`config.mk`:
```
export PLATFORM = sky130hd
export DESIGN_NAME = boid_plotter
export DESIGN_NICKNAME = d
export VERILOG_FILES = /design/src/rtl/boid_grid_pkg.sv /design/src/rtl/boid_pos_fifo.sv /design/src/rtl/boid_plotter.sv
export SDC_FILE = /design/constraint.sdc
export NUM_CORES = 1
export LEC_CHECK = 0
export CORE_AREA = 2 2 96 98
export DETAILED_ROUTE_END_ITERATION = 16
export DIE_AREA = 0 0 98 100
export GPL_TIMING_DRIVEN = 0
export SETUP_SLACK_MARGIN = 0.02
export SLEW_MARGIN = 10
export SYNTH_ARGS = -nofsm -noshare
export SYNTH_HDL_FRONTEND = slang
export SYNTH_SLANG_ARGS = --single-unit
```
`constraint.sdc`:
```
create_clock -name clk -period 5.2 [get_ports clk]
set_input_delay 1.04 -clock clk [delete_from_list [all_inputs] [get_ports clk]]
set_output_delay 1.04 -clock clk [all_outputs]
set_load 0.05 [all_outputs]
```
`src/rtl/boid_grid_pkg.sv`:
```
// Grid defaults, plotter FSM state type and cross-footprint write order for the boid plotter.
package boid_grid_pkg;

   localparam int DEF_GRID_W     = 32;
   localparam int DEF_GRID_H     = 32;
   localparam int DEF_ADDR_WIDTH = 10;
   localparam int DEF_COORD_W    = 6;
   localparam int N_OFS          = 5;

   typedef enum logic [1:0] {
      IDLE       = 2'd0,
      PLOT       = 2'd1,
      WAIT_CLEAR = 2'd2,
      SWAP       = 2'd3
   } plot_state_t;

   // Cross cells are written in this order: centre, x-1, x+1, y-1, y+1.
   typedef enum logic [2:0] {
      OFS_C  = 3'd0,
      OFS_XM = 3'd1,
      OFS_XP = 3'd2,
      OFS_YM = 3'd3,
      OFS_YP = 3'd4
   } cross_ofs_t;

   function automatic int ofs_dx(input logic [2:0] idx);
      case (idx)
         OFS_XM:  ofs_dx = -32'sd1;
         OFS_XP:  ofs_dx = 32'sd1;
         default: ofs_dx = 32'sd0;
      endcase
   endfunction

   function automatic int ofs_dy(input logic [2:0] idx);
      case (idx)
         OFS_YM:  ofs_dy = -32'sd1;
         OFS_YP:  ofs_dy = 32'sd1;
         default: ofs_dy = 32'sd0;
      endcase
   endfunction

endpackage

```
`src/rtl/boid_pos_fifo.sv`:
```
// Synchronous position FIFO with full/empty flags; a push while full is taken only alongside a pop.
module boid_pos_fifo #(
   parameter int WIDTH = 12,
   parameter int DEPTH = 4
) (
   input  logic             clk,
   input  logic             reset,
   input  logic             push,
   input  logic [WIDTH-1:0] din,
   input  logic             pop,
   output logic [WIDTH-1:0] dout,
   output logic             full,
   output logic             empty
);

   localparam int AW = $clog2(DEPTH);
   localparam logic [AW:0] DEPTH_C = DEPTH[AW:0];

   logic [WIDTH-1:0] mem_r [DEPTH];
   logic [AW-1:0]    wr_ptr_r;
   logic [AW-1:0]    rd_ptr_r;
   logic [AW:0]      count_r;
   logic             push_ok_s;
   logic             pop_ok_s;

   assign full      = (count_r == DEPTH_C);
   assign empty     = (count_r == {(AW+1){1'b0}});
   assign pop_ok_s  = pop && !empty;
   assign push_ok_s = push && (!full || pop_ok_s);
   assign dout      = mem_r[rd_ptr_r];

   // Storage array, written at the tail on an accepted push.
   always_ff @(posedge clk) begin
      if (push_ok_s) begin
         mem_r[wr_ptr_r] <= din;
      end
   end

   // Pointer and occupancy bookkeeping.
   always_ff @(posedge clk) begin
      if (reset) begin
         wr_ptr_r <= {AW{1'b0}};
         rd_ptr_r <= {AW{1'b0}};
         count_r  <= {(AW+1){1'b0}};
      end else begin
         if (push_ok_s) begin
            wr_ptr_r <= wr_ptr_r + 1'b1;
         end
         if (pop_ok_s) begin
            rd_ptr_r <= rd_ptr_r + 1'b1;
         end
         case ({push_ok_s, pop_ok_s})
            2'b10:   count_r <= count_r + 1'b1;
            2'b01:   count_r <= count_r - 1'b1;
            default: count_r <= count_r;
         endcase
      end
   end

endmodule

```
`src/rtl/boid_plotter.sv`:
```
// Boid plotter: queues boid cell positions, turns each into occupancy-RAM writes and sequences
// the buffer swap. Define BOID_PLOT_CROSS_EN to plot a 5-cell cross per boid instead of one cell.
module boid_plotter
   import boid_grid_pkg::*;
#(
   parameter int GRID_W     = DEF_GRID_W,
   parameter int GRID_H     = DEF_GRID_H,
   parameter int ADDR_WIDTH = DEF_ADDR_WIDTH,
   parameter int COORD_W    = DEF_COORD_W,
   parameter int FIFO_DEPTH = 4
) (
   input  logic                  clk,
   input  logic                  reset,
   input  logic                  in_valid,
   output logic                  in_ready,
   input  logic [COORD_W-1:0]    in_x,
   input  logic [COORD_W-1:0]    in_y,
   input  logic                  frame_end,
   output logic                  we,
   output logic [ADDR_WIDTH-1:0] write_addr,
   output logic                  write_data,
   output logic                  swap,
   output logic                  overrun
);

   localparam int CELLS   = GRID_W * GRID_H;
   localparam int GUARD_W = $clog2(CELLS + 1);
   localparam logic [GUARD_W-1:0] GUARD_MAX = GUARD_W'(CELLS);
   localparam logic [GUARD_W-1:0] GUARD_ONE = GUARD_W'(32'd1);

   plot_state_t             state_r, state_next_s;
   logic [2:0]              step_r;
   logic                    pending_r, overrun_r, we_r, swap_r;
   logic [ADDR_WIDTH-1:0]   addr_r, addr_s;
   logic [GUARD_W-1:0]      guard_r, guard_next_s;
   logic                    push_s, pop_s, full_s, empty_s, active_s, emit_s;
   logic [2*COORD_W-1:0]    head_s;
   logic [N_OFS-1:0]        valid_mask_s;
   logic                    centre_ok_s, sel_found_s, more_s;
   logic [2:0]              sel_idx_s;
   int                      hx_s, hy_s, cell_x_s, cell_y_s;

   assign in_ready   = !full_s && !pending_r;
   assign push_s     = in_valid && in_ready;
   assign we         = we_r;
   assign write_addr = addr_r;
   assign write_data = 1'b1;
   assign swap       = swap_r;
   assign overrun    = overrun_r;

   boid_pos_fifo #(
      .WIDTH (2 * COORD_W),
      .DEPTH (FIFO_DEPTH)
   ) u_fifo (
      .clk   (clk),
      .reset (reset),
      .push  (push_s),
      .din   ({in_y, in_x}),
      .pop   (pop_s),
      .dout  (head_s),
      .full  (full_s),
      .empty (empty_s)
   );

   // Footprint walk: pick the first in-grid cell of the head boid at or after step_r.
   always_comb begin
      hx_s         = int'(head_s[COORD_W-1:0]);
      hy_s         = int'(head_s[2*COORD_W-1:COORD_W]);
      centre_ok_s  = (hx_s < GRID_W) && (hy_s < GRID_H);
      valid_mask_s = {4'b0000, centre_ok_s};
`ifdef BOID_PLOT_CROSS_EN
      valid_mask_s[OFS_XM] = centre_ok_s && (hx_s > 32'sd0);
      valid_mask_s[OFS_XP] = centre_ok_s && (hx_s < GRID_W - 32'sd1);
      valid_mask_s[OFS_YM] = centre_ok_s && (hy_s > 32'sd0);
      valid_mask_s[OFS_YP] = centre_ok_s && (hy_s < GRID_H - 32'sd1);
`endif
      sel_found_s = 1'b0;
      sel_idx_s   = 3'd0;
      more_s      = 1'b0;
      for (int i = 0; i < N_OFS; i++) begin
         if (valid_mask_s[i] && (i >= int'(step_r))) begin
            if (!sel_found_s) begin
               sel_found_s = 1'b1;
               sel_idx_s   = 3'(i);
            end else begin
               more_s = 1'b1;
            end
         end else begin
            more_s = more_s;
         end
      end
      cell_x_s = hx_s + ofs_dx(sel_idx_s);
      cell_y_s = hy_s + ofs_dy(sel_idx_s);
      addr_s   = ADDR_WIDTH'(cell_y_s * GRID_W + cell_x_s);
   end

   // A boid with no in-grid cell left is popped without a write.
   assign active_s = ((state_r == IDLE) || (state_r == PLOT)) && !empty_s;
   assign emit_s   = active_s && sel_found_s;
   assign pop_s    = active_s && !more_s;
   assign guard_next_s = (guard_r == GUARD_MAX) ? guard_r : guard_r + GUARD_ONE;

   // Next-state logic for the plot / clear-wait / swap sequence.
   always_comb begin
      state_next_s = state_r;
      case (state_r)
         IDLE: begin
            if (!empty_s) begin
               state_next_s = PLOT;
            end else if (pending_r) begin
               state_next_s = WAIT_CLEAR;
            end else begin
               state_next_s = IDLE;
            end
         end
         PLOT: begin
            if (empty_s) begin
               state_next_s = IDLE;
            end else begin
               state_next_s = PLOT;
            end
         end
         WAIT_CLEAR: begin
            if (guard_next_s == GUARD_MAX) begin
               state_next_s = SWAP;
            end else begin
               state_next_s = WAIT_CLEAR;
            end
         end
         SWAP:    state_next_s = IDLE;
         default: state_next_s = IDLE;
      endcase
   end

   // State, registered outputs, frame bookkeeping and guard counter.
   always_ff @(posedge clk) begin
      if (reset) begin
         state_r   <= IDLE;
         step_r    <= 3'd0;
         pending_r <= 1'b0;
         overrun_r <= 1'b0;
         guard_r   <= GUARD_MAX;
         we_r      <= 1'b0;
         addr_r    <= {ADDR_WIDTH{1'b0}};
         swap_r    <= 1'b0;
      end else begin
         state_r <= state_next_s;
         we_r    <= emit_s;
         addr_r  <= emit_s ? addr_s : addr_r;
         swap_r  <= (state_next_s == SWAP);
         guard_r <= (state_next_s == SWAP) ? {GUARD_W{1'b0}} : guard_next_s;
         step_r  <= pop_s ? 3'd0 : (active_s ? sel_idx_s + 3'd1 : step_r);
         if (state_r == SWAP) begin
            pending_r <= 1'b0;
         end else if (frame_end) begin
            pending_r <= 1'b1;
         end else begin
            pending_r <= pending_r;
         end
         // A frame_end while one is still pending is dropped and flagged.
         overrun_r <= overrun_r | (frame_end & pending_r);
      end
   end

endmodule
```
# Word level (Yosys, flattened, before mapping)
# Memories as Yosys holds them, arrays and structs flattened. A register that Yosys moved wholly into a read port is not among the register bits.
# Cells that the tools add are included.
dict set report op_classes {
  n_addsub 6
  n_lt_le_gt_ge 2
  eq_ne 9
  n_mux 13
  bitwise 2
  n_reduce_logical 17
}
# operator n
set ops {}
lappend ops {{$eq A11 B11 Y1 const B} 2}
lappend ops {{$mux W11} 2}
lappend ops {{$lt A6 B6 Y1 const B} 2}
lappend ops {{$add A11 B1 Y11 const B} 1}
lappend ops {{$add A10 B6 Y10} 1}
lappend ops {{$eq A2 B2 Y1 const B} 4}
lappend ops {{$mux W2} 4}
lappend ops {{$pmux W2 S4} 1}
lappend ops {{$logic_and A1 B1 Y1} 7}
lappend ops {{$pmux W3 S2} 1}
lappend ops {{$mux W1} 5}
lappend ops {{$add A2 B1 Y2 const B} 2}
lappend ops {{$eq A2 B1 Y1 const B} 2}
lappend ops {{$reduce_or A2 Y1} 2}
lappend ops {{$add A3 B1 Y3 const B} 1}
lappend ops {{$eq A3 B3 Y1 const B} 1}
lappend ops {{$logic_not A1 Y1} 3}
lappend ops {{$logic_not A3 Y1} 1}
lappend ops {{$sub A3 B1 Y3 const B} 1}
lappend ops {{$logic_not A2 Y1} 1}
lappend ops {{$logic_or A1 B1 Y1} 2}
lappend ops {{$reduce_bool A2 Y1} 1}
lappend ops {{$and A1 B1 Y1} 1}
lappend ops {{$or A1 B1 Y1} 1}
dict set report word_totals {
  regBits 34
  mem_bits_rw 48
  out_inout_bits 15
  n_memories 1
}
# name words word_bits rd rd_clocked_by_memory_dff write_ports line_no
set mem_list {}
lappend mem_list {u_fifo.mem_r 4 12 1 1 1 boid_pos_fifo.sv:19} ;# logic [WIDTH-1:0] mem_r [DEPTH];

# Logic depth before layout (Yosys ltp)
# Gate-level depths: netlist (run 1).
dict set report logic_depth {
  word_depth 8
  ltp_mapped 10
}

# Modules after synthesis
# Synthesis (run 1) repeated with hierarchy kept, for this count alone.
dict set report unflattened {
  hier_cells 270
  area_unflattened_um2 3595.9
}
# mod instances cells_each area_per_inst_um2
set by_module_without_submodules {}
lappend by_module_without_submodules {boid_pos_fifo 1 121 2262.2}
lappend by_module_without_submodules {boid_plotter 1 149 1333.8}

# Worst setup path before layout (run 1)
# OpenSTA, ideal clock, no wires.
dict set report synth_timing {
  kind {register to register}
  start {reg u_fifo.count_r[0]}
  end {reg u_fifo.count_r[2]}
  arrival_time_ps 2701
  required_ps 5128
  slack_ps 2427
  stages_incl_launch_ff 11
  n_path_buf 0
  synth_period_minus_slack_ps 2773
  cell_sequence {dfxtp_1 > inv_1 > a31oi_1 > and2_1 > inv_1 > ha_1 > inv_1 > fa_1 > xor2_1 > or3_1 > a21oi_1}
}
dict set report synth_between {
  word_cells_on_any_way 16
}
# item line_no
set synth_rtl {}
lappend synth_rtl {{start, declared} boid_pos_fifo.sv:22} ;# logic [AW:0] count_r;
lappend synth_rtl {{start signal, assigned} boid_pos_fifo.sv:44} ;# count_r <= {(AW+1){1'b0}};
lappend synth_rtl {{start signal, assigned} boid_pos_fifo.sv:53} ;# 2'b10: count_r <= count_r + 1'b1;
lappend synth_rtl {{start signal, assigned} boid_pos_fifo.sv:54} ;# 2'b01: count_r <= count_r - 1'b1;
lappend synth_rtl {{$eq A3 B3 Y1 *} boid_pos_fifo.sv:26} ;# assign full = (count_r == DEPTH_C);
lappend synth_rtl {{$logic_not A1 Y1 *} boid_plotter.sv:43} ;# assign in_ready = !full_s && !pending_r;
lappend synth_rtl {{$logic_and A1 B1 Y1 *} boid_plotter.sv:43}
lappend synth_rtl {{named net in_ready} boid_plotter.sv:15} ;# output logic in_ready,
lappend synth_rtl {{$logic_and A1 B1 Y1 *} boid_plotter.sv:44} ;# assign push_s = in_valid && in_ready;
lappend synth_rtl {{$logic_and A1 B1 Y1 *} boid_pos_fifo.sv:29} ;# assign push_ok_s = push && (!full || pop_ok_s);
lappend synth_rtl {{$eq A2 B1 Y1 / $eq A2 B2 Y1 (equally long branches)} boid_pos_fifo.sv:52} ;# case ({push_ok_s, pop_ok_s})
lappend synth_rtl {{$pmux W3 S2 / $reduce_bool A2 Y1 (equally long branches)} -}
# Mark *: on every way through the listed nets, which the timed path passes. The rest lies on a longest branch.
# A chain may end at the register's enable or synchronous reset.

# Worst setup path after layout (run 1)
dict set report layout_timing {
  start {reg u_fifo.count_r[0]}
  end {out in_ready}
}
dict set report layout_between {
  elab_chain_cells 3
}
# item line_no
set layout_lines {}
lappend layout_lines {{$eq A3 B3 Y1} boid_pos_fifo.sv:26}
lappend layout_lines {{$logic_not A1 Y1} boid_plotter.sv:43}
lappend layout_lines {{$logic_and A1 B1 Y1} boid_plotter.sv:43}
lappend layout_lines {{end, declared} boid_plotter.sv:15}
# Every way passes these cells.

==> flow_summary_export.csv, run 1 <==
group,metric,value,unit
grt,grt_pass1_wl,10.3,mm
drt,wl_per_cell,15.6,um
pwr,peakVddDrop,0.000226,V
synthesis,synth.most_common_cell,"edfxtp_1",
timing,slew_headroom,0.542,
floorplan,num_rows,35,
final_layout,num-nets-final,317,
drt,drt_iter0_drc,61,
synthesis,avgSynthCellArea,13.7,sq um
floorplan,ios,31,
worst_setup_path,start_kind,"flip-flop",
floorplan,die_w,98,um
clock_tree,worstSkewPairLatency,350,ps
worst_setup_path,path_buf_inv,2,
timing,slew_viol_final,0,
clock_tree,cts_buffer_depth,2,
outcome,status,"completed",
placement,dp_hpwl,4.26,mm
synthesis,ys_seq_area_frac,0.625,
drt,routed_wl,6.36,mm
drt,detail_route.first_pass.iterations,4,
timing,period_share,0.608,
synthesis,synth_commonest_cells,"edfxtp_1 (48), dfxtp_1 (36), nor2_1 (33)",
synthesis,yosysWarnings,0,
synthesis,synth_top_cell_by_area,"edfxtp_1",
clock_tree,cts_tree,"built",
placement,dp_cells,391,
worst_setup_path,end_kind,"output pin",
floorplan,die_h,100,um
timing,fin_setup_tns,0,ps
drt,drc,0,
timing,final-setup-viol-count,0,
grt,antenna_found_initial,0,
worst_setup_path,crit_chain,"inv_1 -> a31oi_1 -> clkdlybuf4s50_1",
drt,ant_nets,0,
pwr,p_per_area,460,nW/um^2
worst_setup_path,cp_data_required_time,4160,ps
drt,num_vias,2001,
final_layout,area_growth,17.2,%
grt,grt_use_total,0.138,
clock_tree,clock_sinks,84,
grt,grt_max_degree,16,
worst_setup_path,max_stage_delay,890,ps
synthesis,yosys-top-cells-area,"edfxtp_1 (42%), dfxtp_1 (21%), mux4_2 (7.8%)",
synthesis,synth-seq-cells,84,
floorplan,core,8890,sq um
clock_tree,post-cts-setup-buffers,0,
min_path,hp-class,"reg2reg",
synthesis,synthesis.nets,278,
timing,fin_worst_skew,9.99,ps
synthesis,yosysUniqueCellTypes,43,
flow_run,cap_violations,0,
placement,place.port_buffers,28,
floorplan,die_area,9800,sq um
timing,hold_viol,0,
final_layout,drive_above_1_share,0.128,
worst_setup_path,crit_arrival,2120,ps
worst_setup_path,path_max_fanout,6,
synthesis,syn-cell-area,3460,sq um
worst_setup_path,worstSetupPathType,"reg2out",
final_layout,antenna-diode-count,0,
synthesis,synth-main-ff-cell,"edfxtp_1",
timing,clock.fmax,317,MHz
synthesis,synth_top_area_share,0.417,
drt,via_per_inst,4.92,
synthesis,synth_edf_count,48,
clock_tree,clockRootBuffer,"clkbuf_8",
pwr,p_leak,1.36,nW
clock_tree,numCtsBuffers,9,
grt,grt_pass1_vias,2061,
placement,gp_congestion,0.716,
floorplan,start_util,0.389,
clock_tree,clk_pin_slew_worst_paths,90,ps
clock_tree,cts_max_level,3,
worst_setup_path,slowest_stage,"clkdlybuf4s50_1",
clock_tree,cts_resized,0,
grt,grt_overflow,0,
worst_setup_path,critPathTopFamily,"buffers and inverters",
timing,rsz0062_at_grt,"no",
clock_tree,cts_hold_buf,0,
synthesis,synthCells,252,
synthesis,async_reset_ff_frac,0,
timing,tightest_slew,687,ps
final_layout,final_cells,407,
timing,finalCriticalPeriod,3160,ps
-- logic make-up after synthesis --
logic type | synth area share
AO/OA/AOI/OAI | 0.0463
multiplexers | 0.105
flip-flops | 0.625
adder cells (fa/ha/maj) | 0.0383
XOR/XNOR | 0.0481
buffers and inverters | 0.0275
AND/OR/NAND/NOR | 0.109
other | 0.00108
-- layer usage --
layer / track usage / vias up / wire length [um] / share of wire
li1: - / 993 / - / -
met1: 0.184 / 961 / 3020 / 0.48
met2: 0.229 / 38 / 3040 / 0.48
met3: 0.0244 / 9 / 207 / 0.033
met4: 0.0513 / 0 / 94 / 0.015
met5: 0 / - / 0 / 0
-- where the power goes --
group	internal (mW)	leakage, nW	switching, mW	total (mW)
clock	0.175	0.0795	0.247	0.422
sequential	0.790	0.731	0.0552	0.845
combinational	0.254	0.548	0.345	0.599
-- path summary, 6_finish.rpt --
kind                             startpoint                    endpoint  slack (ps)  cells after the start
max reg2reg                       flip-flop  write_addr[9]$_SDFFE_PP0P_        2880                      7
max          u_fifo.count_r[0]$_SDFFE_PP0P_                    in_ready        2040                      3
min                   state_r[0]$_SDFF_PP0_      pending_r$_SDFFE_PP0P_         480                      1
min reg2reg           state_r[0]$_SDFF_PP0_      pending_r$_SDFFE_PP0P_         480                      1
-- placed cells by master, fill, tap and decap left out, drive strengths merged, types with 4 or more instances in the layout --
| cell type | n |
|---|---|
| clkdlybuf4s50 | 28 |
| clkbuf | 18 |
| mux4 | 12 |
| and3 | 4 |
| a21oi | 8 |
| xnor2 | 7 |
| nand3 | 6 |
| nor3 | 4 |
| inv | 10 |
| xor2 | 12 |
| mux2i | 8 |
| a211oi | 4 |
| edfxtp | 48 |
| buf | 4 |
| nand4 | 5 |
| nand2 | 5 |
| nor2 | 36 |
| ha | 9 |
| dfxtp | 36 |
-- worst reg2reg max path, delay by kind of cell (launching register included) --
family | cells | cell delay, ps
multiplexers | 1 | 570
adder cells (fa/ha/maj) | 2 | 450
flip-flops | 1 | 410
buffers and inverters | 1 | 390
XOR/XNOR | 1 | 180
AND/OR/NAND/NOR | 1 | 90
AO/OA/AOI/OAI | 1 | 90
-- layout make-up --
type                       count  area [sq um]
buffer                        13          61.3
clock buffer                   9           124
clock inverter                 7          52.6
fill                         827          4830
inverter                       9          33.8
multi-input combinational    146          1200
sequential                    84          2160
tap                          111           139
timing repair buffer          28           280
-- metrics by stage --
step                 util  total power, mW  instance area (sq um)  hold slack [ps]  setup WS (ps)
finish              0.456             1.87                   4060              478           2040
global route        0.456             1.97                   4060              512           1930
CTS                 0.456             1.89                   4060              480           2020
detailed placement  0.436             1.46                   3880              470           2120
global placement    0.436             1.45                   3880              449           2170
floorplan               -             1.30                   3460              437           2430
-- registers in the layout (all words and copies together), names as in the netlist, named ones only --
register / cells
u_fifo.count_r: 3
pending_r: 1
u_fifo.wr_ptr_r: 2
state_r: 2
guard_r: 11
we: 1
u_fifo.mem_r: 48
swap: 1
write_addr: 10
u_fifo.rd_ptr_r: 2
overrun: 1
No activity file was read; power rests on OpenSTA's default activity.
==> run 2: changes to the inputs <==
==> constraint.sdc (replaced) <==
create_clock -name clk -period 3.1 [get_ports clk]
set_input_delay 0.62 -clock clk [delete_from_list [all_inputs] [get_ports clk]]
set_output_delay 0.62 -clock clk [all_outputs]
set_load 0.05 [all_outputs]
==> results of run 2 <==
The final DEF is identical to that of run 1. Status: completed.
Main changes from that run: setup slack after placement 2120 ps -> 439 ps; setup slack after layout 2040 ps -> 361 ps; register-to-register setup slack 2880 ps -> 780 ps; total power 1.87 mW -> 3.13 mW; worst IR drop on VDD 0.000226 V -> 0.000380 V
